`config.mk`:
```
export PLATFORM = sky130hd
export DESIGN_NAME = avmm_block_mover
export DESIGN_NICKNAME = d
export VERILOG_FILES = /design/src/rtl/avmm_mover_pkg.sv /design/src/rtl/avmm_mover_lat_ctr.sv /design/src/rtl/avmm_block_mover.sv
export SDC_FILE = /design/constraint.sdc
export NUM_CORES = 1
export LEC_CHECK = 0
export BUFFER_PORTS_ARGS = -buffer_cell sky130_fd_sc_hd__buf_4
export CAP_MARGIN = 0
export CORE_MARGIN = 3
export CORE_UTILIZATION = 54
export CTS_BUF_LIST = sky130_fd_sc_hd__clkbuf_8
export DETAILED_ROUTE_END_ITERATION = 7
export PLACE_DENSITY = 0.83
export SYNTH_ARGS = -nofsm -noshare
export SYNTH_HDL_FRONTEND = slang
export SYNTH_SLANG_ARGS = --single-unit
export TNS_END_PERCENT = 100
```
`constraint.sdc`:
```
create_clock -name clk -period 2.34 [get_ports clk]
set_clock_uncertainty 0.1 [all_clocks]
set_input_delay 0.351 -clock clk [delete_from_list [all_inputs] [get_ports clk]]
set_output_delay 0.351 -clock clk [all_outputs]
set_load 0.05 [all_outputs]
```
`src/rtl/avmm_mover_pkg.sv`:
```
// Shared definitions for the Avalon-MM block mover: FSM states, op codes, bus constants.
package avmm_mover_pkg;

  localparam int unsigned AVM_DATA_W = 32;
  localparam logic [3:0]  AVM_BE_ALL = 4'hF;

  localparam logic OP_COPY = 1'b0;
  localparam logic OP_FILL = 1'b1;

  typedef enum logic [2:0] {
    ST_IDLE,
    ST_RD_ISSUE,
    ST_RD_WAIT,
    ST_WR_ISSUE,
    ST_FINISH
  } state_e;

endpackage

```
`src/rtl/avmm_mover_lat_ctr.sv`:
```
// Read-latency down-counter: raises o_valid in the cycle the slave's readdata is valid.
module avmm_mover_lat_ctr #(
  parameter int unsigned RD_LATENCY = 1
) (
  input  logic clk,
  input  logic rst_n,
  input  logic i_load,
  input  logic i_en,
  output logic o_valid
);

  localparam logic [1:0] LOAD_VAL = 2'(RD_LATENCY - 1);

  logic [1:0] r_cnt;

  always_ff @(posedge clk or negedge rst_n) begin
    if (!rst_n) begin
      r_cnt <= '0;
    end else if (i_load) begin
      r_cnt <= LOAD_VAL;
    end else if (i_en && (r_cnt != '0)) begin
      r_cnt <= r_cnt - 2'd1;
    end
  end

  assign o_valid = i_en && (r_cnt == '0);

endmodule

```
`src/rtl/avmm_block_mover.sv`:
```
// Avalon-MM initiator performing block copy / block fill on the data memory slave.
// Optional running write checksum: define AVMM_BLOCK_MOVER_CHECKSUM_EN.
module avmm_block_mover
  import avmm_mover_pkg::*;
#(
  parameter int unsigned ADDR_W     = 11,
  parameter int unsigned LEN_W      = 12,
  parameter int unsigned RD_LATENCY = 1
) (
  input  logic                  clk,
  input  logic                  reset_n,
  input  logic                  cmd_valid,
  output logic                  cmd_ready,
  input  logic                  cmd_op,
  input  logic [ADDR_W-1:0]     cmd_src,
  input  logic [ADDR_W-1:0]     cmd_dst,
  input  logic [LEN_W-1:0]      cmd_len,
  input  logic [AVM_DATA_W-1:0] cmd_fill,
  output logic                  busy,
  output logic                  done,
  output logic [ADDR_W-1:0]     avm_address,
  output logic                  avm_chipselect,
  output logic                  avm_read,
  output logic                  avm_write,
  output logic [3:0]            avm_byteenable,
  output logic [AVM_DATA_W-1:0] avm_writedata,
  input  logic [AVM_DATA_W-1:0] avm_readdata,
  input  logic                  avm_waitrequest,
  output logic                  avm_clken
`ifdef AVMM_BLOCK_MOVER_CHECKSUM_EN
  ,
  output logic [AVM_DATA_W-1:0] checksum
`endif
);

  localparam logic [LEN_W-1:0] MAX_LEN = LEN_W'(2 ** ADDR_W);

  state_e                r_state;
  logic                  r_op;
  logic [ADDR_W-1:0]     r_src;
  logic [ADDR_W-1:0]     r_dst;
  logic [LEN_W-1:0]      r_rem;
  logic                  r_cmd_ready;
  logic                  r_busy;
  logic                  r_done;
  logic                  r_cs;
  logic                  r_rd;
  logic                  r_wr;
  logic [ADDR_W-1:0]     r_addr;
  logic [AVM_DATA_W-1:0] r_wdata;

  logic [LEN_W-1:0] w_len;
  logic             w_accept;
  logic             w_rd_fire;
  logic             w_wr_fire;
  logic             w_rd_wait;
  logic             w_rd_valid;

  always_comb begin
    w_len = cmd_len;
    if (cmd_len > MAX_LEN) w_len = MAX_LEN;
  end

  assign w_accept  = r_cmd_ready && cmd_valid;
  assign w_rd_fire = (r_state == ST_RD_ISSUE) && !avm_waitrequest;
  assign w_wr_fire = (r_state == ST_WR_ISSUE) && !avm_waitrequest;
  assign w_rd_wait = (r_state == ST_RD_WAIT);

  avmm_mover_lat_ctr #(
    .RD_LATENCY(RD_LATENCY)
  ) u_lat_ctr (
    .clk    (clk),
    .rst_n  (reset_n),
    .i_load (w_rd_fire),
    .i_en   (w_rd_wait),
    .o_valid(w_rd_valid)
  );

  always_ff @(posedge clk or negedge reset_n) begin
    if (!reset_n) begin
      r_state     <= ST_IDLE;
      r_op        <= OP_COPY;
      r_src       <= '0;
      r_dst       <= '0;
      r_rem       <= '0;
      r_cmd_ready <= 1'b1;
      r_busy      <= 1'b0;
      r_done      <= 1'b0;
      r_cs        <= 1'b0;
      r_rd        <= 1'b0;
      r_wr        <= 1'b0;
      r_addr      <= '0;
      r_wdata     <= '0;
    end else begin
      case (r_state)
        ST_IDLE: begin
          r_done <= 1'b0;
          if (cmd_valid) begin
            r_op        <= cmd_op;
            r_src       <= cmd_src;
            r_dst       <= cmd_dst;
            r_rem       <= w_len;
            r_cmd_ready <= 1'b0;
            r_busy      <= 1'b1;
            if (w_len == '0) begin
              r_state <= ST_FINISH;
            end else if (cmd_op == OP_FILL) begin
              r_state <= ST_WR_ISSUE;
              r_cs    <= 1'b1;
              r_wr    <= 1'b1;
              r_addr  <= cmd_dst;
              r_wdata <= cmd_fill;
            end else begin
              r_state <= ST_RD_ISSUE;
              r_cs    <= 1'b1;
              r_rd    <= 1'b1;
              r_addr  <= cmd_src;
            end
          end
        end
        ST_RD_ISSUE: begin
          if (!avm_waitrequest) begin
            r_cs    <= 1'b0;
            r_rd    <= 1'b0;
            r_state <= ST_RD_WAIT;
          end
        end
        ST_RD_WAIT: begin
          if (w_rd_valid) begin
            r_wdata <= avm_readdata;
            r_cs    <= 1'b1;
            r_wr    <= 1'b1;
            r_addr  <= r_dst;
            r_state <= ST_WR_ISSUE;
          end
        end
        ST_WR_ISSUE: begin
          if (!avm_waitrequest) begin
            r_rem <= r_rem - LEN_W'(1);
            r_src <= r_src + ADDR_W'(1);
            r_dst <= r_dst + ADDR_W'(1);
            if (r_rem == LEN_W'(1)) begin
              r_cs    <= 1'b0;
              r_wr    <= 1'b0;
              r_done  <= 1'b1;
              r_state <= ST_FINISH;
            end else if (r_op == OP_FILL) begin
              r_addr <= r_dst + ADDR_W'(1);
            end else begin
              r_wr    <= 1'b0;
              r_rd    <= 1'b1;
              r_addr  <= r_src + ADDR_W'(1);
              r_state <= ST_RD_ISSUE;
            end
          end
        end
        ST_FINISH: begin
          // Zero-length commands reach FINISH with done low; they pulse done one
          // cycle later (back in IDLE) so busy and done never overlap for them.
          r_done      <= ~r_done;
          r_busy      <= 1'b0;
          r_cmd_ready <= 1'b1;
          r_state     <= ST_IDLE;
        end
        default: begin
          r_state <= ST_IDLE;
        end
      endcase
    end
  end

  assign cmd_ready      = r_cmd_ready;
  assign busy           = r_busy;
  assign done           = r_done;
  assign avm_address    = r_addr;
  assign avm_chipselect = r_cs;
  assign avm_read       = r_rd;
  assign avm_write      = r_wr;
  assign avm_writedata  = r_wdata;
  assign avm_byteenable = AVM_BE_ALL;
  assign avm_clken      = 1'b1;

`ifdef AVMM_BLOCK_MOVER_CHECKSUM_EN
  logic [AVM_DATA_W-1:0] r_sum;

  always_ff @(posedge clk or negedge reset_n) begin
    if (!reset_n) begin
      r_sum <= '0;
    end else if (w_accept) begin
      r_sum <= '0;
    end else if (w_wr_fire) begin
      r_sum <= r_sum + r_wdata;
    end
  end

  assign checksum = r_sum;
`endif

endmodule

```
; Yosys cells after proc, flatten, opt, wreduce, memory -nomap -nowiden
; Index checks and enable logic that the tools add are counted.
; W data, S select, Z words.
[op_classes]
addsub = 4
multipliers = 0
div = 0
magnitude_cmp = 1
n_eq_ne = 16
n_shift = 0
muxes = 62
n_bitwise = 1
reduce_logical = 26
[ops]
columns = operator, n
row1 = $mux W32, 4
row2 = $mux W11, 11
row3 = $pmux W32 S2, 1
row4 = $pmux W11 S2, 2
row5 = $mux W12, 3
row6 = $pmux W11 S3, 1
row7 = $pmux W12 S2, 1
row8 = $add A11 B1 Y11 const B, 2
row9 = $mux W1, 22
row10 = $mux W3, 7
row11 = $ne A2 B2 Y1 const B, 9
row12 = $reduce_and A7 Y1, 2
row13 = $eq A12 B1 Y1 const B, 1
row14 = $gt A12 B12 Y1 const B, 1
row15 = $logic_not A12 Y1, 1
row16 = $pmux W3 S4, 1
row17 = $sub A12 B1 Y12 const B, 1
row18 = $reduce_and A5 Y1, 2
row19 = $reduce_bool A2 Y1, 5
row20 = $pmux W1 S3, 3
row21 = $reduce_bool A3 Y1, 3
row22 = $reduce_and A8 Y1, 1
row23 = $eq A3 B2 Y1 const B, 2
row24 = $mux W2, 3
row25 = other kinds (16), 21
[word_totals]
regBits = 89
latchBits = 0
ramBits = 0
mem_bits_ro = 0
input_bits = 103
out_inout_bits = 54
elab_cells = 124
memories = 0

; Logic depth before layout (Yosys ltp)
; Gate-level depths: netlist of run 1.
[logic_depth]
ltp_word = 6
depth_mapped = 9
ltp_nobuf = 7

; Cells and area by module
; Synthesis of run 1 repeated with hierarchy kept, for this count alone.
[hier_totals]
cells_unflattened = 628
hier_area_um2 = 5574.1
[by_module_without_submodules]
columns = mod, instances, cells_per_inst, area_each_um2, seq_area_each_um2
row1 = avmm_block_mover, 1, 616, 5450.2, 2178.3
row2 = avmm_mover_lat_ctr, 1, 12, 123.9, 50.0

; Worst setup path after synthesis of run 1
; Ideal clock, no wire load.
[synth_timing]
path_kind = reg-to-reg
startpoint = reg r_dst[0]
endpoint = reg r_addr[10], in the netlist avm_address[10]
setup_time_ps = 126
arrival_time_ps = 1735
required_time_ps = 2114
path_slack_ps = 379
stages_incl_launch_ff = 8
n_path_buf = 1
synth_period_minus_slack_ps = 1961
cell_sequence = dfrtp_1 -> ha_1 -> and3_1 -> buf_2 -> nand4_2 -> mux2_2 -> a211oi_2 -> o31ai_1
[synth_via]
elab_chain_cells = 5
[synth_lines]
columns = item, line
row1 = "start, declared", avmm_block_mover.sv:41  ; logic [ADDR_W-1:0] r_dst;
row2 = "start signal, assigned", avmm_block_mover.sv:101  ; r_dst <= cmd_dst;
row3 = "start signal, assigned", avmm_block_mover.sv:141  ; r_dst <= r_dst + ADDR_W'(1);
row4 = $add A11 B1 Y11, avmm_block_mover.sv:148  ; r_addr <= r_dst + ADDR_W'(1);
row5 = $mux W11, avmm_block_mover.sv:147  ; end else if (r_op == OP_FILL) begin
row6 = $mux W11, avmm_block_mover.sv:142  ; if (r_rem == LEN_W'(1)) begin
row7 = $mux W11, avmm_block_mover.sv:138  ; if (!avm_waitrequest) begin
row8 = $pmux W11 S3, avmm_block_mover.sv:95  ; case (r_state)
row9 = "end signal, assigned", avmm_block_mover.sv:133  ; r_addr <= r_dst;
row10 = "end signal, assigned", avmm_block_mover.sv:148
row11 = "end signal, assigned", avmm_block_mover.sv:152  ; r_addr <= r_src + ADDR_W'(1);
row12 = "end, declared", avmm_block_mover.sv:49  ; logic [ADDR_W-1:0] r_addr;
; Every way passes these cells. The select of a mux whose other input is x is not followed.
; A chain may end at the register's enable or synchronous reset.

; Worst setup path in the final report of run 1
[layout_timing]
startpoint = reg r_state[0]
endpoint = reg r_addr[10], in the netlist avm_address[10]
[layout_via]
elab_chain_cells = 4
elab_cells_between_ends = 12
classes_between = eq/ne (7) / mux (1) / reduce/logical (4)
[layout_lines]
columns = item, line
row1 = "start, declared", avmm_block_mover.sv:38  ; state_e r_state;
row2 = "start signal, assigned", avmm_block_mover.sv:81  ; r_state <= ST_IDLE;
row3 = "start signal, assigned", avmm_block_mover.sv:106  ; r_state <= ST_FINISH;
row4 = "start signal, assigned", avmm_block_mover.sv:108  ; r_state <= ST_WR_ISSUE;
row5 = $eq A3 B2 Y1, "avmm_block_mover.sv:67, avmm_block_mover.sv:95"
row6 = $logic_and A1 B1 Y1, avmm_mover_lat_ctr.sv:26  ; assign o_valid = i_en && (r_cnt == '0);
row7 = $ne A2 B2 Y1 (no line), n/a
row8 = $reduce_and A6 Y1 (no line), n/a
row9 = "end signal, assigned", avmm_block_mover.sv:111  ; r_addr <= cmd_dst;
row10 = "end signal, assigned", avmm_block_mover.sv:117  ; r_addr <= cmd_src;
row11 = "end signal, assigned", avmm_block_mover.sv:133
; Parallel ways exist; a longest one is shown, timed or not.

==> results of run 1 <==
==> metal layers <==
layer,wire [µm],GRT usage (%)
met5,0,0
met2,7590,45.2
met4,272,7.96
met3,1430,4.19
met1,6510,38.6
==> cell families after synthesis <==
logic type | after synthesis | share of synthesized area [%]
compound gates | 210 | 23.4
xor+xnor | 10 | 1.61
fa+ha+maj | 5 | 1.15
buf+inv | 69 | 6.64
flops | 89 | 41.1
mux | 51 | 9.46
other cells | 1 | 0.0691
simple gates | 190 | 16.6
==> cell usage in the layout (no fill, tap or decap), drive strengths merged, types with 8 or more instances in the layout <==
cell      n
nand2    79
a21oi    53
nor3     14
a31oi    15
nor2     39
inv      16
buf     172
mux2i    49
dfrtp    88
o21ai    83
o22ai    11
nand3    21
a211oi    8
clkbuf    9
==> flip-flops by register name (all words and copies together) (netlist names) <==
signal	flops
r_op	1
avm_writedata	32
avm_chipselect	1
avm_read	1
busy	1
cmd_ready	1
r_state	3
avm_address	11
r_dst	11
done	1
avm_write	1
r_src	11
u_lat_ctr.r_cnt	2
r_rem	12
==> report_power, final <==
part / internal (W) / switching [W]
registers: 0.00227 / 0.000729
logic: 0.00234 / 0.00414
clock network: 0.000503 / 0.000583
total: 0.00511 / 0.00545
==> critical path: stages, from the launching register on <==
cell,delay (ps)
dfrtp_1,420
buf_4,170
buf_4,200
inv_1,390
nor2_1,100
mux2_2,290
a211oi_2,240
o31ai_1,100
==> layout make-up <==
cell class	instances	area, µm²	area share [%]
clock buffer	9	124	1.80
inverter	14	52.6	0.764
multi-input combinational	471	2860	41.5
sequential	89	2230	32.4
clock inverter	7	77.6	1.13
tap	129	161	2.35
timing repair buffer	173	1380	20.0
==> worst min path at each step <==
stage,startpoint,end,slack [ps],cells after the start
2_1_floorplan,reset_n,avm_address[0]$_DFFE_PN0P_,-40,0
3_3_place_gp,reset_n,avm_address[2]$_DFFE_PN0P_,260,1
3_5_place_dp,reset_n,avm_address[7]$_DFFE_PN0P_,260,1
4_1_cts,cmd_dst[1],r_dst[1]$_DFFE_PN0P_,150,3
5_1_grt,cmd_dst[1],r_dst[1]$_DFFE_PN0P_,160,3
6_report,cmd_dst[1],r_dst[1]$_DFFE_PN0P_,160,3
==> what timing repair did <==
item	4_1_cts	5_1_grt
hold buffers	1	0
endpoints found under the setup margin	0	1
resized for setup	0	1
endpoints found under the hold margin	35	0
==> through the flow <==
stage,std cells,utilization [%]
3_5_place_dp,875,70.1
4_1_cts,892,72.4
6_report,892,72.4
2_1_floorplan,629,-
3_3_place_gp,875,70.1
5_1_grt,892,72.4
==> results.tsv, run 1 <==
metric	value	unit
synth_area_leaders	dfrtp_1 (41%), mux2i_1 (9.0%), o21ai_0 (7.2%)	
diodes	0	
totalPowerFinal	0.0106	W
worst_slew_pin_slew	614	ps
finalSetupViolCount	0	
rsz0062_at_grt	no	
area_growth_syn_to_layout	26.8	%
setup_ws	197	ps
cp.required	2490	ps
fillCellCount	734	
crit_type	register to register	
powerDensity	1540	nW/µm²
synth_top_area_cell	dfrtp_1	
avgSynthCellArea	8.68	µm²
dieArea	11300	µm²
r2r-start	r_state[0]$_DFFE_PN0P_	
worst_skew_pair.late_latency	360	ps
rows	35	
drtPass1Iterations	6	
yosysSeqAreaShare	41.1	%
io-pin-count	157	
critPathArrivalTime	2290	ps
yosysMostFrequentCell	dfrtp_1	
dieHeight	106	µm
clk_transition_reported_paths	100	ps
grt_remaining_overflow	0	
cts_tree	yes	
synthFlopType	dfrtp_1	
synth_cell_types	64	
hold_viol	0	
synth_cells	625	
synth-edff-count	0	
grt_pass1_vias	4971	
netlist.area_leader.share	40.6	%
start_util	57.1	%
async_flop_share	100	%
whs	158	ps
design_area	6880	µm²
r2r_slack	200	ps
avgRoutedWirePerCell	17.7	µm
place_ws	107	ps
antenna_found_initial	0	
peakVddDrop	825	µV
cap_violations	0	
grt_max_degree	66	
numClockSinks	89	
cp-startpoint	r_state[0]$_DFFE_PN0P_	
grt_pass1_wl	25.2	mm
cts_buffers	9	
cts_max_level	3	
vias	5337	
holdCritPathClass	input port to register	
p_leak	3.17	nW
cts_root_buffer	clkbuf_8	
coreArea	9500	µm²
drt_wl_total	15.8	mm
min_period_over_period	91.6	%
ys_warn_count	0	
netlist_area	5430	µm²
cts.path.max_buffers	2	
postRouteAntennaNets	0	
fin_nets	866	
endpoint	avm_address[10]$_DFFE_PN0P_	
synth_common_cells	dfrtp_1 (88), nand2_1 (79), o21ai_0 (78)	
start_kind	register	
drc	0	
grt.total_usage	27.7	%
io_buffers	151	
period_minus_slack	2140	ps
hpwl	11.8	mm
fin_setup_tns	0	ps
die_width	106	µm
ys_ff_latch	89	
status	finished clean	
drive_above_1_share	26.9	%
cts_setup_buffers	0	
path_max_fanout	18	
drtIter0Drc	468	
report.final.slew_viol_count	0	
clock.fmax	467	MHz
gp_congestion	0.876	
r2r_end	avm_address[10]$_DFFE_PN0P_	
vias_per_cell	5.98	
worst_setup_path_end_kind	register	
slew_headroom	59.1	%
rr_worst_depth	7	
dpl_cell_area	6670	µm²
Power figures use the tool's default switching activity.
==> run 2, diff against run 1 <==
Settings changed: CORE_UTILIZATION 54 to 50, PLACE_DENSITY 0.83 to 0.77.
==> results.tsv, run 2 (same netlist as run 1, synthesis figures left out) <==
metric	value	unit
status	finished clean	
grt_pass1_vias	4980	
io_buffers	151	
finalSetupViolCount	0	
r2r-start	r_state[0]$_DFFE_PN0P_	
r2r_slack	170	ps
cp.required	2490	ps
r2r_end	r_state[1]$_DFFE_PN0P_	
crit_type	register to register	
powerDensity	1540	nW/µm²
slowest_delay	520	ps
layout_common_cells	buf_4 (169), dfrtp_1 (88), nand2_1 (79), o21ai_0 (78), mux2i_1 (49)	
drt_wl_total	15.9	mm
min_to	r_rem[6]$_DFFE_PN0P_	
grt_pass1_wl	24.5	mm
rsz0062_at_grt	no	
pwr-share-comb	61.0	%
hpwl	11.7	mm
min_period_over_period	92.7	%
antenna_found_initial	0	
path_max_fanout	10	
cp_slowest_cell	o22ai_1	
start_kind	register	
stdcell_count	902	
drive_above_1_share	26.5	%
avgRoutedWirePerCell	17.6	µm
hold_start	cmd_len[6]	
io-pin-count	157	
critPathArrivalTime	2320	ps
report.final.slew_viol_count	0	
worstHoldPathCells	3	
postRouteAntennaNets	0	
numClockSinks	89	
period_minus_slack	2170	ps
grt_max_degree	66	
whs	167	ps
p_switching	0.00543	W
area_growth_syn_to_layout	27.4	%
power_frac_seq	28.5	%
intPower	0.00520	W
diodes	0	
swShare	51.1	%
rr_worst_depth	6	
slew_headroom	59.2	%
worst_slew_pin_slew	606	ps
cts_root_buffer	clkbuf_8	
dieHeight	110	µm
cts_setup_buffers	0	
start_util	52.1	%
gp_congestion	0.895	
grt_remaining_overflow	0	
clockPowerShare	10.5	%
numPlacedInstances	885	
cts.path.max_buffers	2	
worst_skew_pair.late_latency	360	ps
drtPass1Iterations	5	
rows	37	
dieArea	12100	µm²
die_width	110	µm
grt.total_usage	25.7	%
vias	5357	
peakVddDrop	822	µV
drc	0	
fin_util	66.4	%
vias_per_cell	5.94	
clock.fmax	461	MHz
largest_reg_flops	32	
worst_setup_path_end_kind	register	
fin_setup_tns	0	ps
p_leak	3.19	nW
cts_tree	yes	
clk_transition_reported_paths	90	ps
cap_violations	0	
cts_buffers	9	
final_common_cell	buf_4	
cts_max_level	3	
hold_viol	0	
coreArea	10400	µm²
drtIter0Drc	463	
cp_cell_sequence	buf_4 > and3b_1 > nand2_1 > o22ai_1 > nor2_1 > o22a_1	
holdCritPathClass	input port to register	
fin_nets	869	
run 2: routing by layer:
layer | track usage (%) | share of wire (%) | wire (µm) | vias up
li1 | - | - | - | 2534
met1 | 33.8 | 41 | 6520 | 2541
met2 | 43.9 | 48 | 7650 | 266
met3 | 3.73 | 9.8 | 1560 | 16
met4 | 8.27 | 1.1 | 174 | 0
met5 | 0 | 0 | 0 | -
run 2: cell type report:
| cell class | count | area [µm²] |
|---|---|---|
| fill | 893 | 3500 |
| multi-input combinational | 471 | 2860 |
| sequential | 89 | 2230 |
| timing repair buffer | 176 | 1400 |
| tap | 136 | 170 |
| clock buffer | 9 | 124 |
| clock inverter | 7 | 82.6 |
| inverter | 14 | 52.6 |
run 2: worst max-delay path by stage:
stage / endpoint / cells past startpoint / from / slack (ps)
floorplan: avm_address[10]$_DFFE_PN0P_ / 7 / r_dst[0]$_DFFE_PN0P_ / 380
global placement: avm_writedata[0]$_DFFE_PN0P_ / 6 / cmd_len[3] / 270
detailed placement: avm_writedata[28]$_DFFE_PN0P_ / 6 / cmd_len[7] / 150
CTS: avm_address[10]$_DFFE_PN0P_ / 6 / r_dst[0]$_DFFE_PN0P_ / 210
global route: r_state[1]$_DFFE_PN0P_ / 6 / r_state[0]$_DFFE_PN0P_ / 20
finish: r_state[1]$_DFFE_PN0P_ / 6 / r_state[0]$_DFFE_PN0P_ / 170
run 2: through the flow:
| stage | power (W) | worst slack, ps | area, µm² |
|---|---|---|---|
| 6_report | 0.0106 | 171 | 6910 |
| 5_1_grt | 0.0114 | 21.3 | 6910 |
| 4_1_cts | 0.0106 | 207 | 6910 |
| 3_5_place_dp | 0.00949 | 149 | 6700 |
| 3_3_place_gp | 0.00929 | 273 | 6700 |
| 2_1_floorplan | 0.00758 | 379 | 5440 |
run 2: power groups by stage:
| stage | Sequential, W | Combinational [W] | Clock, W |
|---|---|---|---|
| detailed placement | 0.00303 | 0.00645 | 0 |
| global placement | 0.00300 | 0.00629 | 0 |
| global route | 0.00313 | 0.00705 | 0.00120 |
| floorplan | 0.00410 | 0.00348 | 0 |
| CTS | 0.00300 | 0.00649 | 0.00114 |
| finish | 0.00303 | 0.00648 | 0.00112 |
run 2: what timing repair did:
item                                   CTS  global route
hold buffers                             1             0
gates resized for setup                  0             0
endpoints found under the hold margin   39             0
run 2: critical path, delay by kind of cell (launching register included):
| kind | cells | cell delay (ps) |
|---|---|---|
| AOI/OAI and AO/OA | 2 | 750 |
| DFF | 1 | 510 |
| and+or+nand+nor | 3 | 480 |
| buffers and inverters | 1 | 230 |
